<file path="config.mk">
export PLATFORM = sky130hd
export DESIGN_NAME = motion_update_dispatch
export DESIGN_NICKNAME = d
export VERILOG_FILES = /design/src/rtl/md_pkg.sv /design/src/rtl/motion_update_dispatch_pos_wrap.sv /design/src/rtl/motion_update_dispatch.sv
export SDC_FILE = /design/constraint.sdc
export NUM_CORES = 1
export LEC_CHECK = 0
export ABC_AREA = 1
export CAP_MARGIN = 10
export CORE_MARGIN = 5
export CORE_UTILIZATION = 43
export CTS_BUF_LIST = sky130_fd_sc_hd__clkbuf_2 sky130_fd_sc_hd__clkbuf_4 sky130_fd_sc_hd__clkbuf_8
export DETAILED_ROUTE_END_ITERATION = 8
export PLACE_DENSITY = 0.81
export SKIP_LAST_GASP = 1
export SLEW_MARGIN = 20
export SYNTH_ARGS = -nofsm -noshare
export SYNTH_HDL_FRONTEND = slang
export SYNTH_SLANG_ARGS = --single-unit
</file>
<file path="constraint.sdc">
create_clock -name clk -period 8 [get_ports clk]
set_input_delay 1.2 -clock clk [delete_from_list [all_inputs] [get_ports clk]]
set_output_delay 1.2 -clock clk [all_outputs]
set_load 0.02 [all_outputs]
</file>
<file path="src/rtl/md_pkg.sv">
// Shared constants, FSM encoding and bus packing order for the motion-update dispatcher.
package md_pkg;

  localparam int DATA_WIDTH    = 32;
  localparam int CELL_ID_WIDTH = 4;
  localparam int OFFSET_WIDTH  = DATA_WIDTH - CELL_ID_WIDTH;
  localparam int ADDR_WIDTH    = 8;
  localparam int PARTICLE_NUM  = 220;
  localparam int CELL_NUM_X    = 3;
  localparam int CELL_NUM_Y    = 3;
  localparam int CELL_NUM_Z    = 3;

  typedef enum logic [2:0] {
    ST_IDLE       = 3'd0,
    ST_RD_COUNT   = 3'd1,
    ST_WAIT_COUNT = 3'd2,
    ST_RD_PART    = 3'd3,
    ST_DRAIN      = 3'd4,
    ST_SETTLE     = 3'd5,
    ST_DONE       = 3'd6
  } md_state_t;

  typedef logic [CELL_ID_WIDTH-1:0] cell_id_t;
  typedef logic [DATA_WIDTH-1:0]    coord_t;

  // Cell IDs travel as {x,y,z}; coordinates travel as {z,y,x}.
  function automatic logic [3*CELL_ID_WIDTH-1:0] pack_cell(input cell_id_t x, input cell_id_t y,
                                                          input cell_id_t z);
    return {x, y, z};
  endfunction

  function automatic logic [3*DATA_WIDTH-1:0] pack_data(input coord_t x, input coord_t y,
                                                       input coord_t z);
    return {z, y, x};
  endfunction

endpackage

</file>
<file path="src/rtl/motion_update_dispatch_pos_wrap.sv">
// One axis of the integration step: position plus displacement, cell field wrapped periodically.
module pos_wrap #(
  parameter int DATA_WIDTH    = 32,
  parameter int CELL_ID_WIDTH = 4,
  parameter int OFFSET_WIDTH  = DATA_WIDTH - CELL_ID_WIDTH,
  parameter int CELL_NUM      = 3
) (
  input  logic [DATA_WIDTH-1:0]    pos,
  input  logic [DATA_WIDTH-1:0]    vel,
  output logic [DATA_WIDTH-1:0]    new_pos,
  output logic [CELL_ID_WIDTH-1:0] new_cell
);

  localparam logic [CELL_ID_WIDTH-1:0] CELL_MAX  = CELL_ID_WIDTH'(CELL_NUM);
  localparam logic [CELL_ID_WIDTH-1:0] CELL_OVER = CELL_ID_WIDTH'(CELL_NUM + 1);
  localparam logic [CELL_ID_WIDTH-1:0] CELL_ONE  = CELL_ID_WIDTH'(1);

  logic [DATA_WIDTH-1:0]    sum_s;
  logic [CELL_ID_WIDTH-1:0] field_s;

  // Displacement is bounded below one cell, so the field lands at most one step outside 1..N.
  always_comb begin
    sum_s   = pos + vel;
    field_s = sum_s[DATA_WIDTH-1 -: CELL_ID_WIDTH];
    if (field_s == {CELL_ID_WIDTH{1'b0}}) begin
      new_cell = CELL_MAX;
    end else if (field_s == CELL_OVER) begin
      new_cell = CELL_ONE;
    end else begin
      new_cell = field_s;
    end
    new_pos = {new_cell, sum_s[OFFSET_WIDTH-1:0]};
  end

endmodule

</file>
<file path="src/rtl/motion_update_dispatch.sv">
// Walks every cell, reads count/positions/velocities, and broadcasts integrated positions
// with their destination cell on the shared motion-update bus.
module motion_update_dispatch #(
  parameter int DATA_WIDTH    = 32,
  parameter int CELL_ID_WIDTH = 4,
  parameter int OFFSET_WIDTH  = DATA_WIDTH - CELL_ID_WIDTH,
  parameter int ADDR_WIDTH    = 8,
  parameter int PARTICLE_NUM  = 220,
  parameter int CELL_NUM_X    = 3,
  parameter int CELL_NUM_Y    = 3,
  parameter int CELL_NUM_Z    = 3
) (
  input  logic                       clk,
  input  logic                       rst,
  input  logic                       start,
  output logic [3*CELL_ID_WIDTH-1:0] out_rd_cell,
  output logic [ADDR_WIDTH-1:0]      out_rd_address,
  output logic                       out_rd_en,
  input  logic [3*DATA_WIDTH-1:0]    in_pos,
  input  logic [3*DATA_WIDTH-1:0]    in_vel,
  output logic                       out_motion_update_enable,
  output logic [3*DATA_WIDTH-1:0]    out_data,
  output logic [3*CELL_ID_WIDTH-1:0] out_data_dst_cell,
  output logic                       out_data_valid,
  output logic                       out_busy,
  output logic                       out_done
);
  import md_pkg::*;

  localparam logic [CELL_ID_WIDTH-1:0] NX       = CELL_ID_WIDTH'(CELL_NUM_X);
  localparam logic [CELL_ID_WIDTH-1:0] NY       = CELL_ID_WIDTH'(CELL_NUM_Y);
  localparam logic [CELL_ID_WIDTH-1:0] NZ       = CELL_ID_WIDTH'(CELL_NUM_Z);
  localparam logic [CELL_ID_WIDTH-1:0] CELL_ONE = CELL_ID_WIDTH'(1);
  localparam logic [ADDR_WIDTH-1:0]    PART_MAX = ADDR_WIDTH'(PARTICLE_NUM);
  localparam logic [ADDR_WIDTH-1:0]    ADDR_ONE = ADDR_WIDTH'(1);

  md_state_t                state_r;
  logic [CELL_ID_WIDTH-1:0] cell_x_r, cell_y_r, cell_z_r;
  logic [CELL_ID_WIDTH-1:0] nxt_x_s, nxt_y_s, nxt_z_s;
  logic                     last_cell_s;
  logic [ADDR_WIDTH-1:0]    count_r;
  logic [ADDR_WIDTH-1:0]    count_in_s;
  logic                     advance_s;
  logic [1:0]               wait_r;
  logic                     pend_r;

  logic [DATA_WIDTH-1:0]    new_x_s, new_y_s, new_z_s;
  logic [CELL_ID_WIDTH-1:0] dst_x_s, dst_y_s, dst_z_s;

  // Next cell in z-fastest order, wrapping back to (1,1,1) after the last one.
  always_comb begin
    nxt_x_s     = cell_x_r;
    nxt_y_s     = cell_y_r;
    nxt_z_s     = cell_z_r;
    last_cell_s = (cell_x_r == NX) && (cell_y_r == NY) && (cell_z_r == NZ);
    if (cell_z_r != NZ) begin
      nxt_z_s = cell_z_r + CELL_ONE;
    end else begin
      nxt_z_s = CELL_ONE;
      if (cell_y_r != NY) begin
        nxt_y_s = cell_y_r + CELL_ONE;
      end else begin
        nxt_y_s = CELL_ONE;
        if (cell_x_r != NX) begin
          nxt_x_s = cell_x_r + CELL_ONE;
        end else begin
          nxt_x_s = CELL_ONE;
        end
      end
    end
  end

  // Saturated particle count and the "this cell is finished" condition.
  always_comb begin
    if (in_pos[ADDR_WIDTH-1:0] > PART_MAX) begin
      count_in_s = PART_MAX;
    end else begin
      count_in_s = in_pos[ADDR_WIDTH-1:0];
    end
    advance_s = ((state_r == ST_WAIT_COUNT) && (count_in_s == {ADDR_WIDTH{1'b0}})) ||
                ((state_r == ST_RD_PART) && (out_rd_address == count_r));
  end

  // Pass sequencer with registered read-port and handshake outputs.
  always_ff @(posedge clk or posedge rst) begin
    if (rst) begin
      state_r                  <= ST_IDLE;
      cell_x_r                 <= CELL_ONE;
      cell_y_r                 <= CELL_ONE;
      cell_z_r                 <= CELL_ONE;
      count_r                  <= {ADDR_WIDTH{1'b0}};
      wait_r                   <= 2'd0;
      out_rd_cell              <= {(3*CELL_ID_WIDTH){1'b0}};
      out_rd_address           <= {ADDR_WIDTH{1'b0}};
      out_rd_en                <= 1'b0;
      out_motion_update_enable <= 1'b0;
      out_busy                 <= 1'b0;
      out_done                 <= 1'b0;
    end else if (advance_s) begin
      cell_x_r       <= nxt_x_s;
      cell_y_r       <= nxt_y_s;
      cell_z_r       <= nxt_z_s;
      out_rd_address <= {ADDR_WIDTH{1'b0}};
      if (last_cell_s) begin
        state_r   <= ST_DRAIN;
        out_rd_en <= 1'b0;
        wait_r    <= 2'd0;
      end else begin
        state_r     <= ST_RD_COUNT;
        out_rd_en   <= 1'b1;
        out_rd_cell <= pack_cell(nxt_x_s, nxt_y_s, nxt_z_s);
      end
    end else begin
      case (state_r)
        ST_IDLE: begin
          if (start) begin
            state_r                  <= ST_RD_COUNT;
            out_rd_en                <= 1'b1;
            out_rd_address           <= {ADDR_WIDTH{1'b0}};
            out_rd_cell              <= pack_cell(cell_x_r, cell_y_r, cell_z_r);
            out_motion_update_enable <= 1'b1;
            out_busy                 <= 1'b1;
          end else begin
            state_r <= ST_IDLE;
          end
        end
        ST_RD_COUNT: begin
          state_r   <= ST_WAIT_COUNT;
          out_rd_en <= 1'b0;
        end
        ST_WAIT_COUNT: begin
          state_r        <= ST_RD_PART;
          count_r        <= count_in_s;
          out_rd_en      <= 1'b1;
          out_rd_address <= ADDR_ONE;
        end
        ST_RD_PART: begin
          out_rd_en      <= 1'b1;
          out_rd_address <= out_rd_address + ADDR_ONE;
        end
        ST_DRAIN: begin
          if (wait_r == 2'd1) begin
            state_r                  <= ST_SETTLE;
            wait_r                   <= 2'd0;
            out_motion_update_enable <= 1'b0;
            out_rd_cell              <= {(3*CELL_ID_WIDTH){1'b0}};
          end else begin
            wait_r <= wait_r + 2'd1;
          end
        end
        ST_SETTLE: begin
          if (wait_r == 2'd2) begin
            state_r  <= ST_DONE;
            wait_r   <= 2'd0;
            out_done <= 1'b1;
          end else begin
            wait_r <= wait_r + 2'd1;
          end
        end
        ST_DONE: begin
          state_r  <= ST_IDLE;
          out_done <= 1'b0;
          out_busy <= 1'b0;
        end
        default: begin
          state_r                  <= ST_IDLE;
          out_rd_en                <= 1'b0;
          out_motion_update_enable <= 1'b0;
          out_busy                 <= 1'b0;
          out_done                 <= 1'b0;
        end
      endcase
    end
  end

  pos_wrap #(.DATA_WIDTH(DATA_WIDTH), .CELL_ID_WIDTH(CELL_ID_WIDTH),
             .OFFSET_WIDTH(OFFSET_WIDTH), .CELL_NUM(CELL_NUM_X)) u_wrap_x (
    .pos(in_pos[DATA_WIDTH-1:0]), .vel(in_vel[DATA_WIDTH-1:0]),
    .new_pos(new_x_s), .new_cell(dst_x_s));

  pos_wrap #(.DATA_WIDTH(DATA_WIDTH), .CELL_ID_WIDTH(CELL_ID_WIDTH),
             .OFFSET_WIDTH(OFFSET_WIDTH), .CELL_NUM(CELL_NUM_Y)) u_wrap_y (
    .pos(in_pos[2*DATA_WIDTH-1:DATA_WIDTH]), .vel(in_vel[2*DATA_WIDTH-1:DATA_WIDTH]),
    .new_pos(new_y_s), .new_cell(dst_y_s));

  pos_wrap #(.DATA_WIDTH(DATA_WIDTH), .CELL_ID_WIDTH(CELL_ID_WIDTH),
             .OFFSET_WIDTH(OFFSET_WIDTH), .CELL_NUM(CELL_NUM_Z)) u_wrap_z (
    .pos(in_pos[3*DATA_WIDTH-1:2*DATA_WIDTH]), .vel(in_vel[3*DATA_WIDTH-1:2*DATA_WIDTH]),
    .new_pos(new_z_s), .new_cell(dst_z_s));

  // Particle reads return one cycle later; register the integrated result, zero when idle.
  always_ff @(posedge clk or posedge rst) begin
    if (rst) begin
      pend_r            <= 1'b0;
      out_data_valid    <= 1'b0;
      out_data          <= {(3*DATA_WIDTH){1'b0}};
      out_data_dst_cell <= {(3*CELL_ID_WIDTH){1'b0}};
    end else begin
      pend_r         <= out_rd_en && (out_rd_address != {ADDR_WIDTH{1'b0}});
      out_data_valid <= pend_r;
      if (pend_r) begin
        out_data          <= pack_data(new_x_s, new_y_s, new_z_s);
        out_data_dst_cell <= pack_cell(dst_x_s, dst_y_s, dst_z_s);
      end else begin
        out_data          <= {(3*DATA_WIDTH){1'b0}};
        out_data_dst_cell <= {(3*CELL_ID_WIDTH){1'b0}};
      end
    end
  end

endmodule

</file>
==> run summary, run 1 <==
most frequent cell after synthesis = nand2_1
final worst slack = 4870 ps
critical path's slowest cell = fa_1
# H-tree levels = 4
Final setup viols = 0
CTS resizes = 0
headroom to the max-slew limit = 44.4%
Yosys reg bits = 147
total gr overflow = 0
clock skew = 20.7 ps
DRT iter0 DRCs = 1011
multiplexer share of the synthesized area = 0.0934%
Final min period = 3130 ps
final setup TNS = 0 ps
Crit Path Max Fanout = 5
Adder-Cell Fraction of Synth Area = 10.7%
Root Buffer = clkbuf_8
Inserted Diodes = 0
Primary FF master, synth = dfrtp_1
first-pass GRT wire length = 62.9 mm
Fmax achieved = 319 MHz
total count of hold-check failures in the final report = 0
total power = 3.55 mW
post-place setup slack = 4410 ps
PwrDens = 221 nW/um2
final WL = 39.9 mm
min-delay worst type = flop to flop
Clk Latency, worst-skew pair = 460 ps
placer congestion estimate = 0.995
cell repeated most along the worst path = nand2_1
Fin Hold WS = 506 ps
Post-CTS Hold Fix Bufs = 0
WS Path Type = input pin to flop
startpoint types = input pin
YS warnings = 0
Area Growth Syn to Fin = 33.3%
# IOs = 328
DR pass1 iterations = 7
worst-margin pin slew = 834 ps
Synth Cell Area = 12100 um2
CP Buf/Inv Count = 2
Slowest Stage Delay on Critical Path = 420 ps
row cnt = 61
Pins Over Slew Limit = 0
GRT Total Usage = 24.9%
CTS max path bufs = 2
Detail Route Antenna Nets = 0
TritonCTS Buffers = 17
Die W = 177 um
DRC viols = 0
Non-Filler Instances = 2595
largest net degree at the start of global routing = 76
Die H = 177 um
critical path's top delay family = simple AND/OR/NAND/NOR gates
EDFF count, synth = 0
vias = 13000
CP cell instances = clkdlybuf4s50_1, ha_1, fa_1, nand3_1, nand2_1, nand3_1, nand3_1, nand2_1, nand2_1, nand2_1, nand2_1, nor2_1, nand2_1, nand3_1, inv_1
distinct cell type count after synthesis = 46
syn_nets = 2179
Mapped Avg Cell Area = 6.40 um2
TritonCTS clock tree = done
Layout Nets = 2500
LEAKAGE = 8.49 nW
port buffer count = 327
outcome = complete, no violations
Synth Area in XOR/XNOR = 2.76%
unrepaired setup endpoints after global routing = false
register area share after synthesis = 30.5%
post-DR vias/cell = 4.99
largest family of logic cells by synthesized area = simple AND/OR/NAND/NOR gates
Post-Synth Simple-Gate Area = 33.7%
hpwl dp = 32.6 mm
routed len/inst = 15.4 um
Critical Path RT = 8340 ps
worst vdd ir = 0.123 mV
layout cell share with drive strength beyond 1 = 3.16%
Post-CTS Repair Setup Buffers = 0
Synth area leaders = dfrtp_1 30%, nand2_1 20%, ha_1 10%
Tcrit/Tclk final = 39.2%
Placeable Area = 27700 um2
top post-synthesis cells by count = 640 x nand2_1, 320 x inv_1, 219 x nor2_1
initial core utilization = 43.5%
Synth async-reset ratio = 100%
Placed Cells = 2563
initial antenna violation count = 0
TritonCTS Sinks = 147
Worst setup EP type = flop
Clock transition at path regs = 100 ps
crit path DAT = 3470 ps
Mapped Cells = 1883
number of global-route vias before repair = 12700
Synth Area in Compound Gates = 10.5%
Die ar. = 31500 um2
Max-Cap Viols = 0
Synth area leader = dfrtp_1
Yosys top cell area share = 29.9%
-- report_power, final --
group | leakage (nW) | internal [mW] | switching, mW
clock network | 0.207 | 0.241 | 0.370
registers | 1.92 | 0.961 | 0.119
logic | 6.36 | 0.741 | 1.12
total | 8.49 | 1.94 | 1.61
-- per-layer routing --
metal,track usage (%),share of wire [%]
met1,31.5,41
met2,42.4,47
met3,5.50,8.7
met4,7.80,2.6
met5,0,0
-- kinds of logic after synthesis --
logic type	Yosys count
compound gates	238
buf+inv	355
simple gates	1003
fa+ha+maj	101
mux	1
xor+xnor	38
flops	147
-- path summary, 6_finish.rpt --
path                                start                   end  slack (ps)  cells past startpoint
setup / recovery               in_pos[64]  out_data_dst_cell[2]        4870                     15
hold / removal             out_rd_cell[1]        out_rd_cell[1]         510                      2
setup reg to reg               state_r[2]        out_rd_cell[6]        5620                     12
hold reg to reg            out_rd_cell[1]        out_rd_cell[1]         510                      2
max in group asynchronous             rst          out_data[66]        5620                      3
min in group asynchronous             rst            count_r[4]        1190                      2
-- worst register-to-register path: cells and delay by family, from the launching register on --
family                 cells  cell delay, ps
and+or+nand+nor            9            1340
buffers and inverters      3             450
DFF                        1             470
-- metrics by stage --
stage,utilization [%],instance area [um2]
global route,58.0,16100
finish,58.0,16100
CTS,58.0,16100
floorplan,-,12100
global placement,56.5,15600
detailed placement,56.5,15600
-- sequential cells by signal, summed over array words and instances (netlist names) --
name,cells
out_rd_cell,12
pend_r,1
state_r,3
wait_r,2
out_data,85
out_motion_update_enable,1
out_busy,1
count_r,8
out_rd_en,1
cell_x_r,4
out_done,1
out_data_dst_cell,11
out_data_valid,1
out_rd_address,8
cell_z_r,4
cell_y_r,4
-- final cells by class --
type | count | area [um2]
timing repair buffer | 330 | 3300
clock buffer | 17 | 234
tap | 378 | 473
clock inverter | 15 | 179
inverter | 327 | 1230
multi-input combinational | 1381 | 6960
fill | 2561 | 11600
sequential | 147 | 3680
-- cell usage in the layout (no fill, tap or decap), types with 7 or more instances in the layout --
cell,count
nand2_1,640
clkdlybuf4s50_1,327
inv_1,319
nor2_1,219
dfrtp_1,143
a21oi_1,127
ha_1,98
nand3_1,77
o21ai_0,70
nor3_1,29
xnor2_1,20
xor2_1,18
clkbuf_8,17
o21ai_1,11
nand4_1,9
o21bai_1,7
(Power assumes the default switching activity.)
==> run 2: changes to the inputs <==
Clock period 8 ns to 3 ns, I/O delays scaled along.
==> run 2 against run 1 <==
  * Sequential cell count did not move
  * Count of clock-buffer cells in the layout did not move
  * Register-to-register slack got worse by 4800 ps
  * Critical path depth did not move
  * Sequential power rose to 2.7 times the previous value
  * Total power rose to 2.7 times the previous value
  * Utilization rose by 0.36 points
  * Combinational power rose to 2.7 times the previous value
  * Sequential share of layout area fell by 0.14 points
  * Clock power rose to 2.7 times the previous value
  * Global-route usage fell by 0.52 points
  * First-iteration DRC count rose by 0.49%
==> run summary, run 2 (synthesized netlist as in run 1, its figures left out) <==
Clock transition at path regs = 100 ps
total gr overflow = 0
max reg flops = 85
TritonCTS clock tree = done
# IOs = 328
Post-CTS Repair Setup Buffers = 0
Inserted Diodes = 0
internal reg-to-reg setup slack = 870 ps
CTS max path bufs = 2
Area Growth Syn to Fin = 34.1%
commonest non-fill, non-tap cell in the layout = nand2_1
Die H = 177 um
initial core utilization = 43.5%
Fmax achieved = 403 MHz
switching part of the total = 44.7%
Non-Filler Instances = 2604
cell repeated most along the worst path = nand2_1
outcome = complete, no violations
Final setup viols = 0
P_sw = 4.21 mW
DR pass1 iterations = 6
clock share of power = 17.3%
GRT Total Usage = 24.4%
PwrDens = 584 nW/um2
Pins Over Slew Limit = 0
total power = 9.43 mW
Die ar. = 31500 um2
Fin Hold WS = 391 ps
Final Util = 58.3%
crit path DAT = 2810 ps
row cnt = 61
hpwl dp = 31.6 mm
unrepaired setup endpoints after global routing = false
# H-tree levels = 4
Die W = 177 um
placer congestion estimate = 0.961
final WL = 38.6 mm
Critical Path RT = 3330 ps
Crit Path Max Fanout = 5
total count of hold-check failures in the final report = 0
Most flops, register = out_data
CTS resizes = 0
Max-Cap Viols = 0
Root Buffer = clkbuf_8
port buffer count = 327
FILL cells = 2628
DRT iter0 DRCs = 1016
LEAKAGE = 8.53 nW
worst vdd ir = 0.361 mV
Largest regs = out_data (85), out_rd_cell (12), out_data_dst_cell (11)
CP cell instances = clkdlybuf4s50_1, ha_1, fa_1, nand3_1, nand2_1, nand3_1, nand3_1, nand2_1, nand2_1, nand2_1, nand2_1, nor2_1, nand2_1, nand3_1, inv_1
DRC viols = 0
number of global-route vias before repair = 12700
routed len/inst = 14.8 um
WS Path Type = input pin to flop
Slowest Stage Delay on Critical Path = 470 ps
Tcrit/Tclk final = 82.7%
post-DR vias/cell = 5.01
Worst setup EP type = flop
layout cell share with drive strength beyond 1 = 3.55%
worst-margin pin slew = 775 ps
critical path's slowest cell = clkdlybuf4s50_1
final setup TNS = 0 ps
headroom to the max-slew limit = 48.3%
min-delay worst type = input pin to async pin
largest net degree at the start of global routing = 63
Final min period = 2480 ps
TritonCTS Sinks = 147
Post-CTS Hold Fix Bufs = 0
vias = 13000
initial antenna violation count = 0
Clk Latency, worst-skew pair = 460 ps
first-pass GRT wire length = 62.2 mm
Placeable Area = 27700 um2
Layout Nets = 2509
most frequent cells in the layout = 640 x nand2_1, 327 x clkdlybuf4s50_1, 319 x inv_1
startpoint types = input pin
combinational power share = 52.3%
TritonCTS Buffers = 17
Placed Cells = 2572
Detail Route Antenna Nets = 0
Int Power = 5.22 mW
clock skew = 19.7 ps
Flop pwr share = 30.4%
run 2: power groups by stage:
| stage | combinational, mW | clock, mW | sequential (mW) |
|---|---|---|---|
| 4_1_cts | 4.94 | 1.66 | 2.87 |
| 3_5_place_dp | 4.91 | 0 | 2.90 |
| 5_1_grt | 5.39 | 1.76 | 2.93 |
| 2_1_floorplan | 2.23 | 0 | 3.46 |
| 3_3_place_gp | 4.87 | 0 | 2.90 |
| 6_report | 4.94 | 1.63 | 2.87 |
run 2: per-stage QoR:
stage / instance area [um2] / worst slack [ps]
6_report: 16200 / 518
5_1_grt: 16200 / 380
4_1_cts: 16200 / 566
3_5_place_dp: 15800 / 122
3_3_place_gp: 15800 / 215
2_1_floorplan: 12100 / 705
run 2: path summary, 6_finish.rpt:
kind                                              to  cells past startpoint            from
worst max-delay path            out_data_dst_cell[2]                     15      in_pos[64]
worst min-delay path                    out_data[41]                      2             rst
worst max register to register        out_rd_cell[2]                     11      state_r[2]
worst min register to register        out_rd_cell[8]                      2  out_rd_cell[8]
max in group asynchronous               out_data[26]                      3             rst
min in group clk                      out_rd_cell[8]                      2  out_rd_cell[8]
run 2: cell type report:
| type | instances | area [um2] | share of cell area (%) |
|---|---|---|---|
| multi-input combinational | 1381 | 6960 | 43.1 |
| sequential | 147 | 3680 | 22.8 |
| timing repair buffer | 339 | 3400 | 21.0 |
| inverter | 327 | 1230 | 7.62 |
| tap | 378 | 473 | 2.93 |
| clock buffer | 17 | 234 | 1.45 |
| clock inverter | 15 | 179 | 1.11 |
run 2: worst max-delay path, delay by kind of cell:
family	cells	cell delay, ps
and+or+nand+nor	11	1150
adders and majority gates	2	680
buffers and inverters	2	520
run 2: routing by layer:
layer	GRT usage [%]	share of wire, %
met1	31.1	42
met2	41.5	47
met3	5.16	8.5
met4	7.41	2.4
met5	0	0
